--- config.mk ---
export PLATFORM = sky130hd
export DESIGN_NAME = maxpool_2x2_linebuf
export DESIGN_NICKNAME = d
export VERILOG_FILES = /design/src/rtl/maxpool_2x2_linebuf.sv
export SDC_FILE = /design/constraint.sdc
export NUM_CORES = 1
export LEC_CHECK = 0
export ABC_AREA = 1
export CELL_PAD_IN_SITES_DETAIL_PLACEMENT = 0
export CELL_PAD_IN_SITES_GLOBAL_PLACEMENT = 1
export CORE_ASPECT_RATIO = 1.25
export CORE_MARGIN = 2
export CORE_UTILIZATION = 30
export DETAILED_ROUTE_END_ITERATION = 10
export PLACE_DENSITY_LB_ADDON = 0.1
export SETUP_SLACK_MARGIN = 0.4
export SKIP_CTS_REPAIR_TIMING = 1
export SLEW_MARGIN = 20
export SYNTH_ARGS = -nofsm -noshare
export SYNTH_HDL_FRONTEND = slang
export SYNTH_SLANG_ARGS = --single-unit
--- constraint.sdc ---
create_clock -name clk -period 3.8 [get_ports clk]
set_input_delay 0.57 -clock clk [delete_from_list [all_inputs] [get_ports clk]]
set_output_delay 0.57 -clock clk [all_outputs]
set_load 0.01 [all_outputs]
--- src/rtl/maxpool_2x2_linebuf.sv ---
// 2x2 stride-2 max pooling over a raster-order, 3-channel pixel stream.
// Stage p0 tracks the pixel position, holds the even-column sample of each
// horizontal pair and parks the top-row pair maximum in a half-width line
// buffer. Stage p1 registers the window maximum together with its valid and
// end-of-frame flags, one clock after the pixel that completes the window.
module maxpool_2x2_linebuf #(
    parameter int CONV_BIT = 12,
    parameter int IMG_W    = 24,
    parameter int IMG_H    = 24
) (
    input  logic                clk,
    input  logic                rst,
    input  logic                valid_in,
    input  logic [CONV_BIT-1:0] data_in_1,
    input  logic [CONV_BIT-1:0] data_in_2,
    input  logic [CONV_BIT-1:0] data_in_3,
    output logic [CONV_BIT-1:0] pool_out_1,
    output logic [CONV_BIT-1:0] pool_out_2,
    output logic [CONV_BIT-1:0] pool_out_3,
    output logic                valid_out,
    output logic                frame_done
);

    localparam int HALF_W = IMG_W / 2;
    localparam int COL_W  = (IMG_W > 1) ? $clog2(IMG_W) : 1;
    localparam int ROW_W  = (IMG_H > 1) ? $clog2(IMG_H) : 1;
    localparam int IDX_W  = (HALF_W > 1) ? $clog2(HALF_W) : 1;

    localparam logic [COL_W-1:0] COL_LAST = COL_W'(IMG_W - 1);
    localparam logic [ROW_W-1:0] ROW_LAST = ROW_W'(IMG_H - 1);

    // Samples are post-ReLU magnitudes, so every comparison is unsigned and
    // full width; ties simply return the shared value.
    function automatic logic [CONV_BIT-1:0] umax2(
        input logic [CONV_BIT-1:0] a,
        input logic [CONV_BIT-1:0] b
    );
        return (a > b) ? a : b;
    endfunction

    function automatic logic [CONV_BIT-1:0] umax3(
        input logic [CONV_BIT-1:0] a,
        input logic [CONV_BIT-1:0] b,
        input logic [CONV_BIT-1:0] c
    );
        return umax2(umax2(a, b), c);
    endfunction

    // ---------------- stage p0: position, pair hold, line buffer ----------------
    logic [COL_W-1:0]    col_p0;
    logic [ROW_W-1:0]    row_p0;
    logic [CONV_BIT-1:0] hold_p0_1;
    logic [CONV_BIT-1:0] hold_p0_2;
    logic [CONV_BIT-1:0] hold_p0_3;

    // Line buffers carry no reset: each entry is rewritten in an even row
    // before the following odd row reads it, even after an aborted frame.
    logic [CONV_BIT-1:0] lbuf_p0_1 [HALF_W];
    logic [CONV_BIT-1:0] lbuf_p0_2 [HALF_W];
    logic [CONV_BIT-1:0] lbuf_p0_3 [HALF_W];

    logic                odd_col_p0;
    logic                odd_row_p0;
    logic                col_last_p0;
    logic                row_last_p0;
    logic                lbuf_wr_p0;
    logic                win_done_p0;
    logic                frame_end_p0;
    logic [IDX_W-1:0]    lbuf_idx_p0;
    logic [CONV_BIT-1:0] pair_max_p0_1;
    logic [CONV_BIT-1:0] pair_max_p0_2;
    logic [CONV_BIT-1:0] pair_max_p0_3;
    logic [CONV_BIT-1:0] win_max_p0_1;
    logic [CONV_BIT-1:0] win_max_p0_2;
    logic [CONV_BIT-1:0] win_max_p0_3;

    // Decode the current pixel position and form the pair / window maxima.
    always_comb begin
        odd_col_p0   = col_p0[0];
        odd_row_p0   = row_p0[0];
        col_last_p0  = (col_p0 == COL_LAST);
        row_last_p0  = (row_p0 == ROW_LAST);
        lbuf_idx_p0  = IDX_W'(col_p0 >> 1);

        lbuf_wr_p0   = valid_in &  odd_col_p0 & ~odd_row_p0;
        win_done_p0  = valid_in &  odd_col_p0 &  odd_row_p0;
        frame_end_p0 = col_last_p0 & row_last_p0;

        pair_max_p0_1 = umax2(hold_p0_1, data_in_1);
        pair_max_p0_2 = umax2(hold_p0_2, data_in_2);
        pair_max_p0_3 = umax2(hold_p0_3, data_in_3);

        win_max_p0_1 = umax3(lbuf_p0_1[lbuf_idx_p0], hold_p0_1, data_in_1);
        win_max_p0_2 = umax3(lbuf_p0_2[lbuf_idx_p0], hold_p0_2, data_in_2);
        win_max_p0_3 = umax3(lbuf_p0_3[lbuf_idx_p0], hold_p0_3, data_in_3);
    end

    // Raster position counters; they move only on accepted pixels.
    always_ff @(posedge clk or posedge rst) begin
        if (rst) begin
            col_p0 <= '0;
            row_p0 <= '0;
        end else if (valid_in) begin
            if (col_last_p0) begin
                col_p0 <= '0;
                if (row_last_p0) begin
                    row_p0 <= '0;
                end else begin
                    row_p0 <= row_p0 + ROW_W'(1);
                end
            end else begin
                col_p0 <= col_p0 + COL_W'(1);
            end
        end
    end

    // Capture the left sample of each horizontal pair.
    always_ff @(posedge clk or posedge rst) begin
        if (rst) begin
            hold_p0_1 <= '0;
            hold_p0_2 <= '0;
            hold_p0_3 <= '0;
        end else if (valid_in && !odd_col_p0) begin
            hold_p0_1 <= data_in_1;
            hold_p0_2 <= data_in_2;
            hold_p0_3 <= data_in_3;
        end
    end

    // Park the top-row pair maximum until the matching bottom-row pair arrives.
    always_ff @(posedge clk) begin
        if (lbuf_wr_p0) begin
            lbuf_p0_1[lbuf_idx_p0] <= pair_max_p0_1;
            lbuf_p0_2[lbuf_idx_p0] <= pair_max_p0_2;
            lbuf_p0_3[lbuf_idx_p0] <= pair_max_p0_3;
        end
    end

    // ---------------- stage p1: registered window result ----------------
    logic                vld_p1;
    logic                fdone_p1;
    logic [CONV_BIT-1:0] pool_p1_1;
    logic [CONV_BIT-1:0] pool_p1_2;
    logic [CONV_BIT-1:0] pool_p1_3;

    // Register the completed window; results persist until the next window,
    // and a reset in the completing cycle drops that window entirely.
    always_ff @(posedge clk or posedge rst) begin
        if (rst) begin
            vld_p1    <= 1'b0;
            fdone_p1  <= 1'b0;
            pool_p1_1 <= '0;
            pool_p1_2 <= '0;
            pool_p1_3 <= '0;
        end else begin
            vld_p1   <= win_done_p0;
            fdone_p1 <= win_done_p0 & frame_end_p0;
            if (win_done_p0) begin
                pool_p1_1 <= win_max_p0_1;
                pool_p1_2 <= win_max_p0_2;
                pool_p1_3 <= win_max_p0_3;
            end
        end
    end

    assign valid_out  = vld_p1;
    assign frame_done = fdone_p1;
    assign pool_out_1 = pool_p1_1;
    assign pool_out_2 = pool_p1_2;
    assign pool_out_3 = pool_p1_3;

endmodule

==> reports/results.ini <==
[sta]
rsz0062_at_grt=yes
drv_slew=0
slew_headroom=0.4001
fin_crit_ns=3.985
setup-violations-final=36
tightestPinTransition_ns=0.8998
hold_violations=0
tns_ns=-4.712
fin_worst_skew_ns=0.02566
timing.fmax_ghz=0.2510
setup_ws_ns=-0.1848
period_share=1.049

[setup_path]
crit_buf_inv=6
path_delay_family=simple AND/OR/NAND/NOR gates
cpPeakStageDelay_ns=0.60
crit_fanout=8
path_class=reg -> reg
cp-start-kind=register
cp_data_arrival_time_ns=4.52
end_kind=register
path_common_cell=nand2_1
cp.required_ns=4.34
slowest_stage=dfrtp_4
r2r_slack_ns=-0.18

[grt]
grt_max_degree=74
grtUsageTotal=0.1800
grt_overflow=0
grt_first_pass_wirelength_mm=117.7
grt_pass1_vias=18500
antenna_found_initial=1

[drt]
drt_wl_total_mm=79.14
drcViolationCount=0
dr.pass1.iters=7
drtIter0Drc=1251
vias=18920
drt-vias-per-instance=4.567
wl_met3_mm=2.790
met1_length_mm=37.78
final_antenna_net_count=0
topRoutingLayerUsed=met4
wl_met2_mm=37.33
wl_per_cell_um=19.11

[cts]
clk_pin_slew_worst_paths_ns=0.06
clk_latency_ns=0.65
ctsRootBufferMaster=clkbuf_16
cts.path.max_buffers=3
cts_tree=yes
cts.sinks=516
htreeDepth=2
cts_buffers=57

[synth]
yosys_warnings=0
synthesis.instances=2726
async_flop_share=0.1628
synthFlopType=edfxtp_1
ys_ff_latch=516
synth_edf_count=432
syn_area_um2=25180
synth_cell_types=26
synth.net_count=2875
synth_area_per_cell_um2=9.236
seq_area_frac_synth=0.5987

[final_layout]
area_growth_pct=26.83
layout.nets=3163
drive_gt1_frac=0.1685
num_antenna_cells=0
fillers=8251

[placement]
place_ws_ns=-0.3946
port_buffers=76
dp_hpwl_mm=50.28
gp_congestion=0.8022

[die]
io_pins=77
start_util=0.3034
die_area_um2=86270
rows=118
core-area_um2=82970
die_w_um=263.1
die_h_um=327.9

[power_and_ir_drop]
p_total_uw=29580
p_leak_uw=0.01418
p_per_area_nw_per_um2=926.3
ir_drop_mv=0.6915

[run_status]
violations=negative setup slack
status=finished, violations left

[job]
maxCapViolations=0

[worst_hold_path]
min_path_type=in -> async

[routing by layer]
layer  global-route usage  up-vias
met2               0.2950      314
met4              0.03863        0
met1               0.2558     9070
met3              0.02204       77
met5                    0        -
li1                     -     9456
[stage by stage]
stage / utilization / instances / hold slack (ns) / instance area [um^2]
after floorplan: - / 2726 / 0.4632 / 25240
after global placement: 0.3504 / 4014 / 0.4657 / 29070
after CTS: 0.3722 / 4121 / 0.1548 / 30880
after detailed placement: 0.3504 / 4014 / 0.4643 / 29070
after global routing: 0.3848 / 4142 / 0.1907 / 31930
final: 0.3848 / 4142 / 0.1939 / 31930
[flip-flops by register name, summed over array words and instances (netlist names)]
register,cells
lbuf_p0_1,144
lbuf_p0_2,144
lbuf_p0_3,144
hold_p0_1,12
hold_p0_2,12
hold_p0_3,12
pool_out_1,12
pool_out_2,12
pool_out_3,12
col_p0,5
row_p0,5
frame_done,1
valid_out,1
[cell type report]
cell class	count	area, um^2	share of cell area
Inverter	152	600.6	0.01881
Multi-Input combinational cell	1939	9654	0.3024
Clock inverter	36	335.3	0.01050
Timing Repair Buffer	345	3403	0.1066
Sequential cell	516	15080	0.4724
Clock buffer	71	1479	0.04632
Timing Repair inverter	3	23.77	0.0007445
Tap cell	1080	1351	0.04232
[where the power goes]
| part | internal (uW) | total [uW] | switching [uW] |
|---|---|---|---|
| sequential | 7150 | 7550 | 401 |
| clock | 3050 | 5440 | 2390 |
| combinational | 6920 | 16600 | 9670 |
| total | 17100 | 29600 | 12500 |
[worst paths after layout]
| check | startpoint | endpoint | cells after the start |
|---|---|---|---|
| worst max-delay path | col_p0[1] | pool_out_1[9] | 30 |
| worst min-delay path | rst | pool_out_2[7] | 2 |
| worst max register to register | col_p0[1] | pool_out_1[9] | 30 |
| worst min register to register | pool_out_3[4] | pool_out_3[4] | 2 |
| max in group asynchronous | rst | col_p0[1] | 3 |
| min in group clk | pool_out_3[4] | pool_out_3[4] | 2 |
[worst register-to-register path: cells and delay by family (launching register included)]
family	cells	cell delay [ns]
and+or+nand+nor	21	1.77
buffers and inverters	6	0.88
DFF	1	0.60
AOI/OAI and AO/OA	1	0.07
adders and majority gates	2	0.57
[synthesized netlist by cell type, types with 2 or more instances]
master	number	area, um^2
dfrtp_1	84	2102
a21o_1	6	45.04
clkbuf_1	27	101.4
o21ai_0	83	415.4
buf_2	64	320.3
nand4_1	11	68.82
edfxtp_1	432	12970
buf_4	12	90.09
buf_1	4	15.01
nand3_2	33	330.3
nand3_1	96	480.5
inv_1	151	566.8
ha_1	110	1376
nor2_1	40	150.1
nor3_1	6	30.03
nand2_1	1468	5510
a211oi_1	2	15.01
buf_6	12	135.1
nor2_2	2	12.51
and2_1	4	25.02
a21oi_1	74	370.4
[kinds of logic after synthesis]
group | Yosys count | synth area share
xor gates and xnor gates | 1 | 0.0003479
AOI/OAI and AO/OA | 166 | 0.03389
DFF | 516 | 0.5987
and+or+nand+nor | 1661 | 0.2629
adders and majority gates | 110 | 0.05467
buffers and inverters | 271 | 0.04895
muxes | 1 | 0.0004472
[layout by cell type (no fill, tap or decap), types with 3 or more instances in the layout]
cell type and n:
a21o_1 6, a21oi_1 67, a21oi_2 7, and2_1 3, buf_12 33, buf_4 211
buf_6 14, buf_8 4, bufinv_16 4, clkbuf_1 14, clkbuf_16 62, clkdlybuf4s50_1 76
clkinv_1 12, clkinv_2 11, clkinv_4 4, clkinvlp_4 3, dfrtp_1 81, edfxtp_1 432
ha_1 89, ha_4 21, inv_1 144, inv_4 4, inv_6 3, nand2_1 1422
nand2_2 43, nand2_4 3, nand3_1 77, nand3_2 34, nand3_4 18, nand4_1 11
nor2_1 21, nor2_2 6, nor2_4 15, nor3_1 4, o21ai_0 81
(Power assumes the default switching activity.)
